**src/rtl/add_tree_sched.sv**
```systemverilog
// Scheduler/accumulator for the 16-lane pipelined adder tree: feeds vectors in,
// tracks real beats through the tree latency and sums pPASSES tree results per output word.
module add_tree_sched #(
  parameter int unsigned pDATA_W = 8,
  parameter int unsigned pSUM_W  = 12,
  parameter int unsigned pLAT    = 4,
  parameter int unsigned pPASSES = 4,
  parameter int unsigned pACC_W  = 16
) (
  input  logic                  iclk,
  input  logic                  irst,
  input  logic                  ivalid,
  output logic                  oready,
  input  logic [16*pDATA_W-1:0] idata,
  input  logic                  iflush,
  output logic                  otree_en,
  output logic [16*pDATA_W-1:0] otree_data,
  input  logic [pSUM_W-1:0]     itree_sum,
  output logic                  ovalid,
  input  logic                  iready,
  output logic [pACC_W-1:0]     oacc,
  output logic [3:0]            opass,
  output logic [15:0]           ocount
);

  typedef enum logic [1:0] {IDLE, BUSY, HOLD} state_t;

  state_t            state;
  logic [pLAT-1:0]   vld;
  logic [pLAT-1:0]   vld_nx;
  logic [3:0]        pass_cnt;
  logic [pACC_W-1:0] acc;
  logic [pACC_W-1:0] acc_nx;
  logic              stall;
  logic              accept;
  logic              sum_vld;
  logic              last_pass;
  logic              drained;

  always_comb begin
    stall      = ovalid & ~iready;
    otree_en   = ~stall & ~irst;
    oready     = ~stall & ~iflush & ~irst;
    accept     = ivalid & oready;
    otree_data = idata;
    sum_vld    = otree_en & vld[pLAT-1];
    last_pass  = (pass_cnt == 4'(pPASSES - 1));
    acc_nx     = (pass_cnt == '0) ? pACC_W'(itree_sum) : acc + pACC_W'(itree_sum);
    drained    = (vld == '0) & ~accept & (pass_cnt == '0) & ~ovalid;
    vld_nx[0]  = accept;
    for (int unsigned i = 1; i < pLAT; i++) vld_nx[i] = vld[i-1];
  end

  assign opass = pass_cnt;

  always_ff @(posedge iclk or posedge irst) begin
    if (irst) begin
      vld      <= '0;
      pass_cnt <= '0;
      acc      <= '0;
      ovalid   <= 1'b0;
      oacc     <= '0;
      ocount   <= '0;
      state    <= IDLE;
    end else if (iflush) begin
      vld      <= '0;
      pass_cnt <= '0;
      acc      <= '0;
      ovalid   <= 1'b0;
      state    <= IDLE;
    end else begin
      if (ovalid && iready) begin
        ovalid <= 1'b0;
        ocount <= ocount + 16'd1;
      end
      if (otree_en) vld <= vld_nx;
      // A completing final pass overrides the drain clear above, so a draining
      // output register is refilled on the same edge.
      if (sum_vld) begin
        if (last_pass) begin
          oacc     <= acc_nx;
          ovalid   <= 1'b1;
          pass_cnt <= '0;
        end else begin
          acc      <= acc_nx;
          pass_cnt <= pass_cnt + 4'd1;
        end
      end
      case (state)
        IDLE:    if (accept) state <= BUSY;
        BUSY: begin
          if (stall)        state <= HOLD;
          else if (drained) state <= IDLE;
        end
        HOLD:    if (iready) state <= BUSY;
        default: state <= IDLE;
      endcase
    end
  end

endmodule

```
**config.mk**
```make
export PLATFORM = sky130hd
export DESIGN_NAME = add_tree_sched
export DESIGN_NICKNAME = d
export VERILOG_FILES = /design/src/rtl/add_tree_sched.sv
export SDC_FILE = /design/constraint.sdc
export NUM_CORES = 1
export LEC_CHECK = 0
export ABC_AREA = 1
export CORE_MARGIN = 10
export CORE_UTILIZATION = 32
export DETAILED_ROUTE_END_ITERATION = 6
export PLACE_DENSITY = 0.78
export SYNTH_ARGS = -nofsm -noshare
export SYNTH_HDL_FRONTEND = slang
export SYNTH_SLANG_ARGS = --single-unit
```
**constraint.sdc**
```tcl
create_clock -name iclk -period 1.8 [get_ports iclk]
set_input_delay 0.36 -clock iclk [delete_from_list [all_inputs] [get_ports iclk]]
set_output_delay 0.36 -clock iclk [all_outputs]
set_load 0.02 [all_outputs]
```
==> flow_summary.yaml, run 1 <==
timing:
  slew-limit-headroom_pct: 72.1
  timing.hold.ws_ns: 0.365
  rsz0062_at_grt: "yes"
  tightest_slew_ns: 0.418
  final_max_slew_viol_count: 0
  finalWorstSetupSlack_ns: 0.0294
  fmax_ghz: 0.565
  hold_viol_final: 0
  fin_worst_skew_ns: 0.00689
  fin_crit_ns: 1.77
  fin_crit_sh_pct: 98.4
  finalSetupViolations: 0
route:
  wl_met2_mm: 4.71
  routedWlPerCell_um: 14.1
  top_layer_used: "met4"
  met1_length_mm: 4.19
  vias_per_cell: 4.58
  dr.first_iter.drc_count: 118
  dr_wl_met3_mm: 1.32
  vias: 3395
  wl_mm: 10.5
  first_pass_iters: 4
  drc: 0
  ant_nets: 0
clock_tree:
  root_buffer: "clkbuf_16"
  ctsHtreeMaxLevel: 3
  tritoncts: "done"
  max-clock-path-buffers: 2
  cts_buffers: 9
  cts_num_sinks: 57
  clkLatencyLatePin_ns: 0.33
  path_clk_slew_ns: 0.05
critical_path:
  worstPathRequired_ns: 2.02
  cp_max_fo: 5
  crit_start: "acc[0]"
  slowest_stage: "fa_2"
  crit_cells: 10
  path_common_cell: "nand2_2"
  worst_ep_arrival_time_ns: 1.99
  cp-endpoint: "acc[14]"
  r2r_start: "acc[0]"
  critical_path_class: "reg2reg"
  cpPeakStageDelay_ns: 0.39
  reg2reg_slack_ns: 0.03
  critPathBufInv: 0
  cp-end-kind: "flip-flop"
  cpLargestDelayFamily: "simple AND/OR/NAND/NOR gates"
  crit_path_cell_trace: "ha_2, fa_2, nand3_2, nand3_4, nand2_2, nand2_2, nand2_2, nand3b_1, nand4_1, nand2_1"
  r2r_end: "acc[14]"
  reg2reg_depth: 10
  critPathLaunchType: "flip-flop"
floorplan:
  die-width_um: 137
  start_util_pct: 32.9
  floorplan.die_area_sq_um: 18900
  die_h_um: 137
  design.portCount: 312
  core_area_sq_um: 13400
  rows: 42
global_routing:
  grt_max_degree: 58
  grt_pass1_vias: 3389
  grt-ovfl-total: 0
  antenna_found_initial: 1
  grtUsageTotal_pct: 11.0
  grt_pass1_wl_mm: 16.5
synth:
  yosys-top-cells-area: "dfrtp_1 (32%), buf_4 (22%), nand2_1 (14%), inv_1 (4.8%), ha_1 (4.3%)"
  synth_edf_count: 0
  synth_cell_types: 37
  ys_ff_latch: 57
  synth_area_sq_um: 4410
  syn_area_per_cell_sq_um: 7.49
  synth_nets: 750
  synth.largest_area_cell: "dfrtp_1"
  yosys_warnings: 0
  syn_inst: 589
  synthFlopType: "dfrtp_1"
  ys_seq_area_share_pct: 32.3
  ys_async_sr_fraction_pct: 100
  synth.top_cell.area_share_pct: 32.3
placement:
  pre_cts_ws_ns: -0.598
  place_congestion: 0.878
  portBuffers: 55
  hpwl_mm: 7.62
flow_run:
  max_cap_viol_count: 0
pwr:
  vdd_ir_drop_max_v: 0.000430
  p_per_area_nw_per_um2: 612
  finalPower_mw: 3.07
  p_leak_nw: 2.62
final_layout:
  n_fill_cell: 1333
  area_growth_pct: 13.6
  drive_gt1_share_pct: 20.7
  nNetsFinal: 721
min_path:
  hold_class: "in2reg"
  holdPathStages: 4
run_status:
  outcome: "finished clean"
-- metal layers --
| layer | global-route usage [%] | up-vias |
|---|---|---|
| met5 | 0 | - |
| met4 | 4.51 | 0 |
| met3 | 7.21 | 32 |
| met2 | 16.7 | 133 |
| met1 | 12.0 | 1570 |
| li1 | - | 1660 |
-- worst min-delay path, delay by kind of cell --
kind                   cells  cell delay, ns
buffers and inverters      1            0.15
and+or+nand+nor            3            0.15
-- where the power goes --
part	internal, mW	switching [mW]
Clock	0.948	0.573
Sequential	1.29	0.00299
Combinational	0.117	0.139
Total	2.35	0.715
-- what timing repair did --
action | CTS | global route
pin swaps | 3 | 7
hold buffers | 0 | 0
setup endpoints to repair | 24 | 29
gates resized for setup | 19 | 50
buffers inserted | 1 | 1
-- synth_stat cells (all sizes together) (2+ instances only) --
library cell and n:
a21oi 5, and2 3, buf 133, clkinv 2, dfrtp 57, ha 15
inv 60, mux2i 2, nand2 171, nand3 37, nand3b 4, nand4 13
nor2 34, nor3 4, o21ai 21, o22ai 2, or2 4, xnor2 6
xor2 11
-- state kept, by name, indices dropped and copies added (netlist names) --
register,flops
acc,16
oacc,16
ocount,16
opass,4
ovalid,1
vld,4
-- how the worst min path moves through the flow --
| stage | to | from |
|---|---|---|
| floorplan | acc[5] | acc[5] |
| global placement | ocount[15] | ocount[15] |
| detailed placement | ocount[15] | ocount[15] |
| CTS | ocount[15] | ocount[15] |
| global route | ovalid | iready |
| finish | ovalid | iready |
-- through the flow --
step	cell area, sq um	std cells	utilization [%]	TNS (ns)
floorplan	4410	589	-	0
detailed placement	4490	723	33.5	-12.97
CTS	4790	739	35.8	0
global placement	4490	723	33.5	-11.33
finish	5010	741	37.4	0
global route	5010	740	37.4	-0.795
-- cell usage in the layout, fill, tap and decap left out, types with 3 or more instances in the layout --
master	synthesis	routed
ha_1	15	5
nand4_1	12	12
xnor2_1	6	6
buf_4	129	37
nor3_2	3	3
nor2_2	4	8
dlygate4sd2_1	0	3
nor2_4	2	3
and2_1	3	3
dlymetal6s2s_1	0	11
or2_2	4	4
inv_1	56	55
nand3_2	1	6
buf_12	0	3
nand2_1	169	160
xor2_1	11	11
nand3_1	35	29
clkdlybuf4s50_1	0	39
inv_2	4	5
nand3b_1	4	4
o21ai_0	15	9
nand2_2	1	10
ha_4	0	9
o21ai_1	6	10
dfrtp_1	57	57
clkbuf_16	0	9
a21oi_2	0	4
nor2_1	28	23
clkinv_2	1	5
-- final cells by class --
cell class	instances	area [sq um]	share of cell area, %
antenna	1	2.50	0.0499
clock buffer	11	243	4.84
clock inverter	4	20.0	0.399
inverter	62	234	4.67
multi-input combinational	336	1970	39.2
sequential	57	1430	28.4
tap	176	220	4.39
timing repair buffer	94	903	18.0
-- logic make-up (layout without fill, tap and decap cells) --
logic type,after synthesis,in the layout,synth area share [%]
buffers and inverters,196,171,28.1
AND/OR/NAND/NOR,270,270,27.3
multiplexers,3,3,0.709
XOR/XNOR,17,17,3.37
flip-flops,57,57,32.3
AO/OA/AOI/OAI,30,30,3.54
adder cells (fa/ha/maj),16,16,4.71
other,0,1,0
Note: power is estimated with default switching activity, not from simulation.
==> run 2: changes to the inputs <==
- SETUP_SLACK_MARGIN: default -> 0.05
==> run 2 against run 1 <==
Net effect:
- routed wire length is 4.1% higher
- die area is the same
- sequential power hardly changed
- critical endpoint unchanged
- highest routed layer is now met5
==> flow_summary.yaml, run 2 (same netlist as run 1, synthesis figures left out) <==
timing:
  fin_crit_sh_pct: 97.4
  finalSetupTns_ns: 0
  hold_viol_final: 0
  slew-limit-headroom_pct: 79.3
  rsz0062_at_grt: "yes"
  fin_crit_ns: 1.75
  timing.hold.ws_ns: 0.322
  fmax_ghz: 0.571
  tightest_slew_ns: 0.310
  finalWorstSetupSlack_ns: 0.0472
  fin_worst_skew_ns: 0.00562
  final_max_slew_viol_count: 0
  finalSetupViolations: 0
critical_path:
  critPathLaunchType: "flip-flop"
  crit_path_cell_trace: "ha_4, fa_2, nand3_2, nand3_4, nand2_2, nand2_2, nand2_2, nand2_1, nand2_1, nand4_1, nand2_1"
  worst_ep_arrival_time_ns: 2.02
  worstPathRequired_ns: 2.07
  cp-end-kind: "flip-flop"
  cpLargestDelayFamily: "simple AND/OR/NAND/NOR gates"
  slowest_stage: "dfrtp_1"
  critical_path_class: "reg2reg"
  cp_max_fo: 5
  cpPeakStageDelay_ns: 0.41
  critPathBufInv: 0
clock_tree:
  clkLatencyLatePin_ns: 0.33
  tritoncts: "done"
  cts_num_sinks: 57
  max-clock-path-buffers: 2
  cts_buffers: 9
  root_buffer: "clkbuf_16"
  ctsHtreeMaxLevel: 3
  postCtsHoldBufs: 0
  path_clk_slew_ns: 0.05
final_layout:
  area_growth_pct: 15.3
  n_fill_cell: 1325
  drive_gt1_share_pct: 21.5
  final_common_cell: "nand2_1"
  nNetsFinal: 719
  final_cell_mix: "nand2_1 (162), dfrtp_1 (56), inv_1 (53), buf_4 (33), nand3_1 (25)"
  final_cells: 740
  reg_top3: "acc: 16 flops, oacc: 16 flops, ocount: 16 flops"
placement:
  portBuffers: 55
  place_congestion: 0.876
  hpwl_mm: 7.90
  pre_cts_ws_ns: -0.514
  dp.cells: 719
global_routing:
  grt_max_degree: 58
  grt_pass1_wl_mm: 16.7
  grtUsageTotal_pct: 11.3
  grt-ovfl-total: 0
  antenna_found_initial: 2
  grt_pass1_vias: 3397
route:
  first_pass_iters: 4
  ant_nets: 0
  vias: 3446
  wl_mm: 10.9
  dr.first_iter.drc_count: 173
  vias_per_cell: 4.66
  drc: 0
  routedWlPerCell_um: 14.7
run_status:
  outcome: "finished clean"
flow_run:
  max_cap_viol_count: 0
floorplan:
  core_area_sq_um: 13400
  start_util_pct: 32.9
  design.portCount: 312
  floorplan.die_area_sq_um: 18900
  rows: 42
  die_h_um: 137
  die-width_um: 137
pwr:
  p_leak_nw: 2.78
  vdd_ir_drop_max_v: 0.000538
  finalPower_mw: 3.24
  p_per_area_nw_per_um2: 638
min_path:
  hold_class: "in2async"
[run 2: changes by cell type in the layout (fill, tap and decap cells not counted), sizes merged]
cell           delta
buf               -2
bufinv            +1
clkdlybuf4s15     -1
clkdlybuf4s50    -17
clkinvlp          +2
dlygate4sd2       +9
dlymetal6s2s      +8
inv               -1
[run 2: path summary, 6_finish.rpt]
kind | from | end | slack (ns) | cells after the start
max | acc[0] | acc[14] | 0.05 | 11
min | irst | opass[2] | 0.32 | 3
max reg2reg | acc[0] | acc[14] | 0.05 | 11
min reg2reg | ocount[15] | ocount[15] | 0.46 | 1
max in group asynchronous | irst | opass[0] | 1.22 | 3
min in group iclk | itree_sum[5] | oacc[5] | 0.42 | 3
[run 2: routing by layer]
metal | track usage, % | up-vias | wire (um)
met2 | 16.9 | 179 | 4910
met3 | 7.94 | 44 | 1540
met4 | 6.26 | 2 | 352
met1 | 11.4 | 1567 | 4070
met5 | 0 | - | 13
li1 | - | 1654 | -
[run 2: area by class of cell]
class / instances / area [sq um] / share of cell area [%]
Multi-Input combinational cell: 336 / 2020 / 39.6
Sequential cell: 57 / 1430 / 28.1
Timing Repair Buffer: 92 / 883 / 17.4
Inverter: 62 / 240 / 4.72
Clock buffer: 10 / 239 / 4.70
Tap cell: 176 / 220 / 4.33
Clock inverter: 6 / 57.6 / 1.13
Antenna cell: 1 / 2.50 / 0.0492
[run 2: timing repair]
| item | CTS | global route |
|---|---|---|
| pin swaps | 3 | 12 |
| gates resized for setup | 27 | 66 |
| gates cloned | 0 | 0 |
| buffers inserted | 2 | 2 |
| setup endpoints to repair | 36 | 42 |
[run 2: power breakdown]
part	internal, mW	total [mW]	switching [mW]
registers	1.29	1.29	0.00305
clock network	1.10	1.70	0.603
logic	0.111	0.254	0.143
[run 2: stage by stage]
stage / area, sq um / util [%]
floorplan: 4420 / -
global placement: 4460 / 33.3
detailed placement: 4460 / 33.3
CTS: 4830 / 36.1
global route: 5080 / 37.9
finish: 5090 / 38.0
[run 2: worst min-delay path, cell delays in order]
cell and delay [ns]:
dlygate4sd2_1 0.29, clkinvlp_4 0.10, buf_12 0.29
==> patch 1: new RTL, flow settings as in run 2 <==
Put one more register stage on the output `ocount`, cleared by the reset. The value now appears one clock later. The other outputs are not delayed to match.
--- a/src/rtl/add_tree_sched.sv
+++ b/src/rtl/add_tree_sched.sv
@@ -24,6 +24,8 @@
 );
 
   typedef enum logic [1:0] {IDLE, BUSY, HOLD} state_t;
+
+  logic [15:0] ocount_s0;
 
   state_t            state;
   logic [pLAT-1:0]   vld;
@@ -60,7 +62,7 @@
       acc      <= '0;
       ovalid   <= 1'b0;
       oacc     <= '0;
-      ocount   <= '0;
+      ocount_s0 <= '0;
       state    <= IDLE;
     end else if (iflush) begin
       vld      <= '0;
@@ -71,7 +73,7 @@
     end else begin
       if (ovalid && iready) begin
         ovalid <= 1'b0;
-        ocount <= ocount + 16'd1;
+        ocount_s0 <= ocount_s0 + 16'd1;
       end
       if (otree_en) vld <= vld_nx;
       // A completing final pass overrides the drain clear above, so a draining
@@ -98,5 +100,13 @@
     end
   end
 
+  always_ff @(posedge iclk or posedge irst) begin
+    if (irst) begin
+      ocount <= '0;
+    end else begin
+      ocount <= ocount_s0;
+    end
+  end
+
 endmodule
 
Behaviour: no difference found for any inputs over 4 cycles, from zero or initial values and one cycle with irst high; that may be too few to reach the edited logic, so the function may still have changed.
==> patch 1 against run 2 <==
- area after synthesis grew 10%
- global-route usage grew 0.17 points
- final cell count grew 4.9%
- setup slack gained 0.043 ns
- final area grew 9.4%
- via count grew 3.8%
- sequential cell count grew 16
- wire length grew 6.8%
- total power grew 11%
- sequential power grew 28%
- critical endpoint unchanged
- highest routed layer unchanged
==> patch 1: results (changes against run 2) <==
CP max-delay cell=dfrtp_1 (unchanged); syn_nets=770 (was 750); nets=748 (was 719); Pleak=2.94 nW (was 2.78 nW); global-route wire length before repair=18500 µm (was 16700 µm); post-synthesis adder-cell area fraction=0.0428 (was 0.0471); antenna diode count=0 (was 1); VDD IR max=594 µV (was 538 µV); outcome=completed (unchanged); post-synthesis mux area share=0.00206 (was 0.00709); post-synthesis xor/xnor area fraction=0.0307 (was 0.0337); FILL cells=1418 (was 1325); via density per instance=4.61 (was 4.66); worst hold slack=0.0932 ns (was 0.322 ns); R2R cell count=10 (was 11); vias in the first global route=3672 (was 3397); total global-route track usage=0.115 (was 0.113); Synth area leaders=dfrtp_1, buf_4, nand2_1 (unchanged); post-synthesis compound-gate area fraction=0.0363 (was 0.0354); Synth Instances=609 (was 589); initial antenna violation count=1 (was 2); gpl congestion=0.840 (was 0.876); detailed placement HPWL=8320 µm (was 7900 µm); Num CTS Buffers=9 (unchanged); WL final=11600 µm (was 10900 µm); register area share after synthesis=0.376 (was 0.323); Arr. time, crit path=1.94 ns (was 2.02 ns); Crit path largest cell delay=0.38 ns (was 0.41 ns); most instantiated cells after synthesis=nand2_1, buf_4, dfrtp_1, inv_1, nand3_1 (unchanged); share of post-route cells with drive strength above 1=0.220 (was 0.215); placed cells=757 (was 719); Slew headroom=0.747 (was 0.793); R2R Setup Slk=0.09 ns (was 0.05 ns); largest net degree at the start of global routing=72 (was 58); TritonRoute pass-1 iters=4 (unchanged); First DRT Iteration DRCs=126 (was 173); Max Clock Skew=0.00601 ns (was 0.00562 ns); wire per inst=15.0 µm (was 14.7 µm); Unique masters post-synth=35 (was 37)
==> patch 1: changes by cell type in the layout (fill, tap and decap cells not counted), sizes merged, moves of 5 or more <==
| cell | delta |
|---|---|
| dfrtp | +16 |
| clkdlybuf4s50 | +10 |
| nor2 | +5 |
| buf | +10 |
| o21ai | -5 |
| dlymetal6s2s | -5 |
| dlygate4sd2 | -5 |
==> patch 1: power by group <==
| part | leakage [nW] | internal (mW) | total, mW | switching, mW |
|---|---|---|---|---|
| registers | 1.01 | 1.65 | 1.65 | 0.00346 |
| logic | 1.80 | 0.120 | 0.268 | 0.148 |
| clock network | 0.132 | 0.977 | 1.70 | 0.720 |
==> patch 1: repair_timing <==
action	in CTS	in global routing
pin swaps	5	10
setup endpoints to repair	28	34
resized for setup	26	53
buffers inserted	0	3
==> patch 1: final cells by class <==
cell class / count / area [µm²] / share of cell area
Clock buffer: 11 / 243 / 0.0436
Timing Repair Buffer: 101 / 956 / 0.172
Clock inverter: 5 / 41.3 / 0.00742
Inverter: 60 / 229 / 0.0412
Multi-Input combinational cell: 342 / 2040 / 0.366
Sequential cell: 73 / 1830 / 0.328
Tap cell: 184 / 230 / 0.0414
==> patch 1: per-stage QoR <==
| step | setup slack (ns) | area [µm²] | power (mW) |
|---|---|---|---|
| floorplan | 0.0511 | 4860 | 2.21 |
| global placement | -0.467 | 4990 | 1.92 |
| detailed placement | -0.508 | 4990 | 1.92 |
| CTS | 0.0321 | 5330 | 3.64 |
| global route | -0.0171 | 5560 | 3.77 |
| finish | 0.0901 | 5560 | 3.62 |
==> patch 1: cells by family (layout without fill, tap and decap cells) <==
family / Yosys count / after routing
buffers and inverters: 194 / 177
DFF: 73 / 73
and+or+nand+nor: 277 / 277
muxes: 1 / 1
AOI/OAI and AO/OA: 31 / 31
adders and majority gates: 16 / 16
xor gates and xnor gates: 17 / 17
==> patch 1: metal layers <==
metal / up-vias / part of all wire / global-route usage
met3: 24 / 0.13 / 0.0856
li1: 1743 / - / -
met2: 162 / 0.44 / 0.166
met4: 2 / 0.014 / 0.0337
met5: - / 0.0010 / 0
met1: 1646 / 0.42 / 0.129
==> patch 1: how the worst max path moves through the flow <==
stage                            start       end  slack, ns  cells after the start
after floorplan           itree_sum[0]   acc[14]       0.05                     10
after CTS                 itree_sum[0]  oacc[14]       0.03                     11
after global routing            acc[0]   acc[14]      -0.02                     11
after global placement    itree_sum[0]  oacc[14]      -0.47                     11
final                           acc[0]   acc[14]       0.09                     10
after detailed placement  itree_sum[0]   acc[14]      -0.51                     11
==> patch 1: worst max-delay path, delay by kind of cell, from the launching register on <==
family	cells	cell delay [ns]
flops	1	0.38
simple gates	8	0.65
fa+ha+maj	2	0.58
==> patch 2: new RTL, settings of run 2 <==
Without the edit above. Set the parameter `pSUM_W` to 18 (it was 12).
--- a/src/rtl/add_tree_sched.sv
+++ b/src/rtl/add_tree_sched.sv
@@ -2,7 +2,7 @@
 // tracks real beats through the tree latency and sums pPASSES tree results per output word.
 module add_tree_sched #(
   parameter int unsigned pDATA_W = 8,
-  parameter int unsigned pSUM_W  = 12,
+  parameter int unsigned pSUM_W  = 18,
   parameter int unsigned pLAT    = 4,
   parameter int unsigned pPASSES = 4,
   parameter int unsigned pACC_W  = 16
Ports: changed (resized itree_sum); port bits go from 312 to 318. No check against the original RTL was run, so the function may have changed too.
==> patch 2 against run 2 <==
- the run now ends with negative setup slack left
- final cell count grew 3.6%
- setup slack got worse by 0.063 ns
- combinational power is 19% higher
- synthesized cell count up 2.9%
- fmax shrank 3.5%
- hold slack lost 0.053 ns
- count of clock-buffer cells in the layout stayed put
- utilization up 1.1 points
- final area increased by 6.2%
- sequential cell count stayed put
- wire length is 3.2% higher
- area after synthesis increased by 2.2%
- die area rose by 1.9%
- total power increased by 8.0%
- largest power group unchanged
==> patch 2: results (changes against run 2) <==
met2 routed wirelength=5200 µm (was 4910 µm); syn_nets=776 (was 750); clk slew on worst S/H paths=0.06 ns; post-route setup TNS=-0.0175 ns (was 0 ns); IO Port Bufs=59 (was 55); CTS root buf=clkbuf_16 (unchanged); most instantiated cells after synthesis=nand2_1, buf_4, inv_1, dfrtp_1, nand3_1 (was nand2_1, buf_4, dfrtp_1, inv_1, nand3_1); Num CTS Buffers=9 (unchanged); Post-synth top flop=dfrtp_1 (unchanged); Setup Slack @ Placement=-0.580 ns (was -0.514 ns); First DRT Iteration DRCs=163 (was 173); placed inst area=0.00460 mm² (was 0.00446 mm²); YS warnings=0 (unchanged); via density per instance=4.61 (was 4.66); VDD IR max=359 µV (was 538 µV); initial antenna violation count=0 (was 2); Post-Layout Cell Count=767 (was 740); vias in the first global route=3513 (was 3397); top flop regs=acc x16, oacc x16, ocount x16 (unchanged); FILL cells=1340 (was 1325); share of post-route cells with drive strength above 1=0.266 (was 0.215); antenna diode count=0 (was 1); largest net degree at the start of global routing=39 (was 58); Setup Viol. Count Final=2 (was 0); Pleak=2.91 nW (was 2.78 nW); register area share after synthesis=0.316 (was 0.323); Slew headroom=0.717 (was 0.793); total global-route track usage=0.110 (was 0.113); Mapped Avg Cell Area=7.44 µm² (was 7.49 µm²); Synth area leaders=dfrtp_1, buf_4, nand2_1 (unchanged); placed cells=743 (was 719); global-route wire length before repair=17500 µm (was 16700 µm); Max Clock Skew=0.00822 ns (was 0.00562 ns); worst hold path class=input port to asynchronous set/reset pin (unchanged); R2R cell count=10 (was 11); wl on met1=4660 µm (was 4070 µm); Unique masters post-synth=35 (was 37); nets=752 (was 719); top routing layer in use=met4 (was met5); gpl congestion=0.911 (was 0.876); Bufs on Longest Clock Path=2 (unchanged); worst r2r dst=oacc[12] (was acc[14]); WL final=11200 µm (was 10900 µm); detailed placement HPWL=8000 µm (was 7900 µm); Worst-Skew Late Latency=0.34 ns; TritonRoute pass-1 iters=5 (was 4); met3 wire length=853 µm (was 1540 µm); Final WS setup=-0.0158 ns (was 0.0472 ns); worst hold slack=0.269 ns (was 0.322 ns); Arr. time, crit path=2.10 ns (was 2.02 ns); failing checks=negative setup slack; Max FO, Critical Path=4 (was 5); crit path launch type=flop (unchanged); outcome=finished, violations left (was completed)
## patch 2: worst max path at each step
stage / end / cells past startpoint
after CTS: acc[6] / 11
after global routing: oacc[12] / 10
final: oacc[12] / 10
after floorplan: acc[6] / 11
after global placement: acc[6] / 12
after detailed placement: acc[6] / 12
## patch 2: cell type report
| type | instances | area [µm²] | area share |
|---|---|---|---|
| Timing Repair Buffer | 99 | 945 | 0.175 |
| Tap cell | 180 | 225 | 0.0417 |
| Clock inverter | 6 | 90.1 | 0.0167 |
| Inverter | 70 | 272 | 0.0503 |
| Sequential cell | 57 | 1430 | 0.264 |
| Clock buffer | 10 | 239 | 0.0442 |
| Multi-Input combinational cell | 345 | 2210 | 0.408 |
## patch 2: cells by family after synthesis
| family | synth area share |
|---|---|
| DFF | 0.316 |
| adders and majority gates | 0.0544 |
| buffers and inverters | 0.282 |
| and+or+nand+nor | 0.275 |
| xor gates and xnor gates | 0.0311 |
| AOI/OAI and AO/OA | 0.0408 |
## patch 2: repair_timing
action	4_1_cts	5_1_grt
gates resized for setup	62	62
endpoints found under the setup margin	39	32
setup buffers	4	4
hold buffers	0	0
pin swaps	10	24
## patch 2: routing by layer
layer  global-route usage  vias up
met3               0.0384       58
met4               0.0752        0
li1                     -     1700
met1                0.119     1670
met5                    0        -
met2                0.179      109
## patch 2: critical path, stage by stage, from the launching register on
cell	delay, ns
dfrtp_1	0.38
ha_2	0.19
fa_2	0.35
nand2_2	0.08
nand2_2	0.06
and2_4	0.16
nand3_2	0.08
nand4_1	0.15
nand3_4	0.15
nand3_2	0.08
nand2_1	0.07
## patch 2: where the power goes
part	leakage [nW]	internal, mW	switching (mW)
Combinational	1.97	0.136	0.167
Sequential	0.785	1.29	0.00341
Clock	0.159	1.25	0.657
## patch 2: stage by stage
step,util,power [mW]
final,0.391,3.50
after global routing,0.391,3.60
after CTS,0.369,3.50
after detailed placement,0.333,1.58
after global placement,0.333,1.57
after floorplan,-,1.86
